`src/rtl/bsg_manycore_host_request_arbiter.sv`:
```
// Round-robin arbiter with group atomicity feeding a one-entry output register to the host.
// Optional per-requester beat counters enabled by BSG_MANYCORE_HOST_ARB_BEAT_CNT_EN.
module bsg_manycore_host_request_arbiter #(
  parameter int num_req_p      = 2,
  // Coordinate/address widths have no meaningful default; integrations override them.
  parameter int x_cord_width_p = 8,
  parameter int y_cord_width_p = 8,
  parameter int addr_width_p   = 32,
  parameter int data_width_p   = 32,
  localparam int lg_num_req_lp = $clog2(num_req_p),
  localparam int mask_width_lp = data_width_p >> 3
) (
  input  logic                                 clk_i,
  input  logic                                 reset_i,
  input  logic [num_req_p-1:0]                 v_i,
  output logic [num_req_p-1:0]                 yumi_o,
  input  logic [num_req_p-1:0]                 last_i,
  input  logic [num_req_p*data_width_p-1:0]    data_i,
  input  logic [num_req_p*mask_width_lp-1:0]   mask_i,
  input  logic [num_req_p*addr_width_p-1:0]    addr_i,
  input  logic [num_req_p-1:0]                 we_i,
  input  logic [num_req_p*x_cord_width_p-1:0]  src_x_cord_i,
  input  logic [num_req_p*y_cord_width_p-1:0]  src_y_cord_i,
  output logic                                 v_o,
  input  logic                                 rdy_i,
  output logic [data_width_p-1:0]              data_o,
  output logic [mask_width_lp-1:0]             mask_o,
  output logic [addr_width_p-1:0]              addr_o,
  output logic                                 we_o,
  output logic [x_cord_width_p-1:0]            src_x_cord_o,
  output logic [y_cord_width_p-1:0]            src_y_cord_o,
  output logic                                 last_o,
  output logic [lg_num_req_lp-1:0]             grant_id_o,
  output logic [num_req_p*32-1:0]              beat_cnt_o
);

  typedef enum logic {IDLE, LOCKED} state_e;

  state_e                   state_r, state_n;
  logic [lg_num_req_lp-1:0] ptr_r, ptr_n;
  logic [lg_num_req_lp-1:0] owner_r, owner_n;
  logic                     grant;
  logic [lg_num_req_lp-1:0] sel;
  logic                     scan_found;
  logic [lg_num_req_lp-1:0] scan_idx;
  logic [lg_num_req_lp:0]   scan_k;
  logic                     load;

  function automatic logic [lg_num_req_lp-1:0] wrap_inc(input logic [lg_num_req_lp-1:0] g);
    return (g == lg_num_req_lp'(num_req_p - 1)) ? '0 : g + 1'b1;
  endfunction

  assign load = ~v_o | rdy_i;

  always_comb begin
    state_n    = state_r;
    ptr_n      = ptr_r;
    owner_n    = owner_r;
    yumi_o     = '0;
    grant      = 1'b0;
    sel        = '0;
    scan_found = 1'b0;
    scan_idx   = '0;
    scan_k     = '0;

    // Priority scan starting at ptr_r, wrapping modulo num_req_p.
    for (int i = 0; i < num_req_p; i++) begin
      scan_k = {1'b0, ptr_r} + (lg_num_req_lp+1)'(i);
      if (scan_k >= (lg_num_req_lp+1)'(num_req_p))
        scan_k = scan_k - (lg_num_req_lp+1)'(num_req_p);
      if (!scan_found && v_i[scan_k[lg_num_req_lp-1:0]]) begin
        scan_found = 1'b1;
        scan_idx   = scan_k[lg_num_req_lp-1:0];
      end
    end

    case (state_r)
      IDLE: begin
        if (load && scan_found) begin
          grant = 1'b1;
          sel   = scan_idx;
          if (last_i[scan_idx]) begin
            ptr_n = wrap_inc(scan_idx);
          end else begin
            owner_n = scan_idx;
            state_n = LOCKED;
          end
        end
      end
      LOCKED: begin
        if (load && v_i[owner_r]) begin
          grant = 1'b1;
          sel   = owner_r;
          if (last_i[owner_r]) begin
            ptr_n   = wrap_inc(owner_r);
            state_n = IDLE;
          end
        end
      end
      default: state_n = IDLE;
    endcase

    if (reset_i)
      grant = 1'b0;
    if (grant)
      yumi_o[sel] = 1'b1;
  end

  always_ff @(posedge clk_i) begin
    if (reset_i) begin
      state_r      <= IDLE;
      ptr_r        <= '0;
      owner_r      <= '0;
      v_o          <= 1'b0;
      data_o       <= '0;
      mask_o       <= '0;
      addr_o       <= '0;
      we_o         <= 1'b0;
      src_x_cord_o <= '0;
      src_y_cord_o <= '0;
      last_o       <= 1'b0;
      grant_id_o   <= '0;
    end else begin
      state_r <= state_n;
      ptr_r   <= ptr_n;
      owner_r <= owner_n;
      // A new grant overwrites a beat draining in the same cycle.
      if (grant) begin
        v_o          <= 1'b1;
        data_o       <= data_i[sel*data_width_p +: data_width_p];
        mask_o       <= mask_i[sel*mask_width_lp +: mask_width_lp];
        addr_o       <= addr_i[sel*addr_width_p +: addr_width_p];
        we_o         <= we_i[sel];
        src_x_cord_o <= src_x_cord_i[sel*x_cord_width_p +: x_cord_width_p];
        src_y_cord_o <= src_y_cord_i[sel*y_cord_width_p +: y_cord_width_p];
        last_o       <= last_i[sel];
        grant_id_o   <= sel;
      end else if (rdy_i) begin
        v_o <= 1'b0;
      end
    end
  end

`ifdef BSG_MANYCORE_HOST_ARB_BEAT_CNT_EN
  logic [31:0] cnt_r [num_req_p];

  always_ff @(posedge clk_i) begin
    for (int i = 0; i < num_req_p; i++) begin
      if (reset_i)
        cnt_r[i] <= '0;
      else if (yumi_o[i])
        cnt_r[i] <= cnt_r[i] + 32'd1;
    end
  end

  for (genvar gi = 0; gi < num_req_p; gi++) begin : g_cnt
    assign beat_cnt_o[gi*32 +: 32] = cnt_r[gi];
  end
`else
  assign beat_cnt_o = '0;
`endif

endmodule

```
`config.mk`:
```
export PLATFORM = sky130hd
export DESIGN_NAME = bsg_manycore_host_request_arbiter
export DESIGN_NICKNAME = d
export VERILOG_FILES = /design/src/rtl/bsg_manycore_host_request_arbiter.sv
export SDC_FILE = /design/constraint.sdc
export NUM_CORES = 1
export LEC_CHECK = 0
export ABC_AREA = 0
export CORE_AREA = 2 2 129 131
export CTS_CLUSTER_SIZE = 30
export DETAILED_ROUTE_END_ITERATION = 6
export DIE_AREA = 0 0 131 133
export HOLD_SLACK_MARGIN = 0.05
export PLACE_DENSITY = 0.68
export SYNTH_ARGS = -nofsm -noshare
export SYNTH_HDL_FRONTEND = slang
export SYNTH_SLANG_ARGS = --single-unit
```
`constraint.sdc`:
```
create_clock -name clk_i -period 1.6 [get_ports clk_i]
set_input_delay 0.24 -clock clk_i [delete_from_list [all_inputs] [get_ports clk_i]]
set_output_delay 0.24 -clock clk_i [all_outputs]
set_load 0.005 [all_outputs]
```
==> metrics.csv <==
stage,metric,value,unit
run,maxCapViolations,0,
floorplanning,die_area,0.01742,sq mm
floorplanning,io_pins,331,
logic_synthesis,synth_edf_count,0,
route,drt_drc_violations_left,0,
logic_synthesis,synth_top_family_by_area,compound AO/OA/AOI/OAI gates,
placed_design,globalplace.congestion,0.7955,
status,violations,setup timing,
power_and_ir_drop,intPower,5.166,mW
logic_synthesis,synth-compound-area-share,24.38,%
power_and_ir_drop,p_clk_share,31.9,%
logic_synthesis,synth_most_common_cell,nand2_1,
logic_synthesis,ys.flop_type,dfxtp_1,
cells_and_area,drive_above_1_share,8.061,%
status,outcome,finished with violations,
timing,finClkSkew,0.008868,ns
clock_tree,cts_root_buffer,clkbuf_16,
clock_tree,clockBufferDepth,2,
worst_setup_path,critical_path_required,1.36,ns
floorplanning,initial_core_util,27.01,%
logic_synthesis,synthArstFlopShare,0,%
logic_synthesis,synth.avg_cell_area,7.518,sq um
timing,fin_crit_sh,110.3,%
global_routing,antenna_found_initial,0,
clock_tree,clkTransAtPathRegs,0.06,ns
logic_synthesis,netlist.area_leader.share,41.71,%
power_and_ir_drop,seqPwrFrac,36.8,%
power_and_ir_drop,pwr_density_cell,917.6,mW/mm^2
timing,max_freq,566.8,MHz
clock_tree,tritoncts,yes,
power_and_ir_drop,p_leak,3.143,nW
global_routing,grt_pass1_wl,22.76,mm
timing,final-hold-violation-count,0,
logic_synthesis,synthTopCellsByArea,"dfxtp_1 42%, nand2_1 15%, a31oi_1 12%, buf_4 12%, o21ai_1 5.8%",
power_and_ir_drop,net-switching-power,2.003,mW
logic_synthesis,synth_largest_area_cell,dfxtp_1,
worst_setup_path,crit_type,flop to output port,
logic_synthesis,synth.distinct_cells,28,
logic_synthesis,synthTopCellsByCount,"175 x nand2_1, 91 x dfxtp_1, 87 x a31oi_1, 68 x buf_4, 51 x o21ai_1",
cells_and_area,fin_nets,1028,
worst_setup_path,cp.arrival,1.52,ns
clock_tree,worstSkewPairLatency,0.34,ns
worst_setup_path,start_kind,flop,
logic_synthesis,synthAdderAreaFrac,0,%
power_and_ir_drop,max-vdd-ir-drop,0.5164,mV
cells_and_area,n_antenna_cell,0,
timing,rsz0062_at_grt,true,
logic_synthesis,ys_warn_count,0,
timing,setup_slack,-0.1644,ns
logic_synthesis,ys_ff_latch,91,
floorplanning,coreArea,0.01617,sq mm
placed_design,post_dp_cell_area,0.007157,sq mm
placed_design,dp.cells,1046,
logic_synthesis,yosysSeqAreaShare,41.71,%
power_and_ir_drop,p_total,7.169,mW
timing,layout_min_cycle_time,1.764,ns
cells_and_area,fin_cells,1076,
timing,finalSetupViolations,88,
route,drtIter0Drc,233,
cells_and_area,finalInstanceArea,0.007814,sq mm
floorplanning,die_h,133,um
logic_synthesis,synthXorXnorAreaFrac,0,%
route,drtPass1Iterations,4,
route,avgViaCountPerCell,4.513,
cells_and_area,synthToLayoutAreaGrowth,78.89,%
cells_and_area,fin_util,48.32,%
logic_synthesis,synthMuxAreaShare,0.4583,%
global_routing,grt.total_usage,16.57,%
power_and_ir_drop,sw_frac_of_total,27.94,%
route,routed_wirelength,16.20,mm
timing,finalMaxSlewViolations,0,
worst_setup_path,crit_path_end_kind,output port,
clock_tree,numClockSinks,91,
global_routing,grt_max_degree,63,
global_routing,grt_overflow,0,
placed_design,pre_cts_ws,-0.7873,ns
logic_synthesis,syn_inst,581,
logic_synthesis,synthSimpleGateAreaFrac,17.33,%
power_and_ir_drop,pwr-share-comb,31.3,%
route,dr_total_vias,4856,
floorplanning,die_x,131,um
clock_tree,h-tree-depth,3,
route,ant_nets,0,
worst_setup_path,worstPathMaxFanout,3,
route,wl_per_cell,15.06,um
placed_design,dp_hpwl,10.28,mm
worst_hold_path,hold_path_class,input port to flop,
clock_tree,numCtsBuffers,9,
placed_design,io_buffers,266,
logic_synthesis,syn_area,0.004368,sq mm
floorplanning,rows,47,
global_routing,grt_pass1_vias,4492,
path summary, 6_finish.rpt:
kind | slack [ns] | endpoint | depth (start not counted) | startpoint
setup / recovery | -0.16 | yumi_o[0] | 4 | owner_r
hold reg to reg | 0.51 | grant_id_o | 2 | grant_id_o
setup reg to reg | -0.15 | data_o[2] | 7 | owner_r
hold / removal | 0.43 | owner_r | 3 | v_i[1]
power groups by stage:
stage | Clock [mW] | Sequential, mW | Combinational (mW)
6_report | 2.29 | 2.64 | 2.24
5_1_grt | 2.44 | 2.67 | 2.44
4_1_cts | 2.38 | 2.64 | 2.07
3_5_place_dp | 0 | 2.69 | 2.02
3_3_place_gp | 0 | 2.68 | 2.01
2_1_floorplan | 0 | 2.71 | 0.883
cell usage in the layout, fill, tap and decap left out, types with 2 or more instances in the layout:
cell,instances
a21oi_1,2
a31oi_1,87
buf_12,7
buf_16,5
buf_4,17
buf_6,6
clkbuf_16,15
clkbuf_8,3
clkdlybuf4s50_1,262
conb_1,64
dfxtp_1,90
dlygate4sd2_1,2
inv_6,2
nand2_1,175
nor2_1,4
nor2b_1,2
nor4_1,2
o21ai_0,25
o21ai_1,62
through the flow:
stage          hold WS, ns  setup TNS, ns
4_1_cts             0.4064         -14.07
6_report            0.4290         -8.156
3_5_place_dp        0.5047         -53.67
3_3_place_gp        0.5031         -50.13
5_1_grt             0.4182         -17.64
2_1_floorplan       0.3091              0
registers in the layout, indices dropped and copies added (netlist names), 4 cells and up:
name / flops
addr_o: 32
data_o: 32
mask_o: 4
src_x_cord_o: 8
src_y_cord_o: 8
layer usage:
layer	vias to the layer above	share of wire, %	track usage, %	wire (um)
li1	2412	-	-	-
met1	2216	42	18.72	6791
met2	210	47	28.53	7678
met3	18	9.0	6.308	1455
met4	0	1.7	5.260	278
met5	-	0	0	0
area by class of cell:
type / count / area (sq um)
tap: 220 / 275.3
sequential: 91 / 1823
inverter: 1 / 3.754
fill: 1607 / 8358
clock buffer: 12 / 266.5
multi-input combinational: 441 / 2107
clock inverter: 4 / 55.05
timing repair buffer: 307 / 3283
cells by family after synthesis:
kind of cell    Yosys count
compound gates          183
buf+inv                 112
flops                    91
mux                       2
other cells               1
simple gates            192
repair_timing:
action	4_1_cts	5_1_grt
hold endpoints to repair	0	0
setup buffers	0	5
pin swaps	3	2
hold buffers	0	0
resized for setup	16	25
cloned	1	8
setup endpoints to repair	90	91
worst max-delay path, stage by stage (launching register included):
cell and delay [ns]:
dfxtp_2 0.33, mux2i_2 0.16, a2111oi_4 0.39, and2_4 0.22
buf_6 0.09
Note: power is estimated with default switching activity, not from simulation.
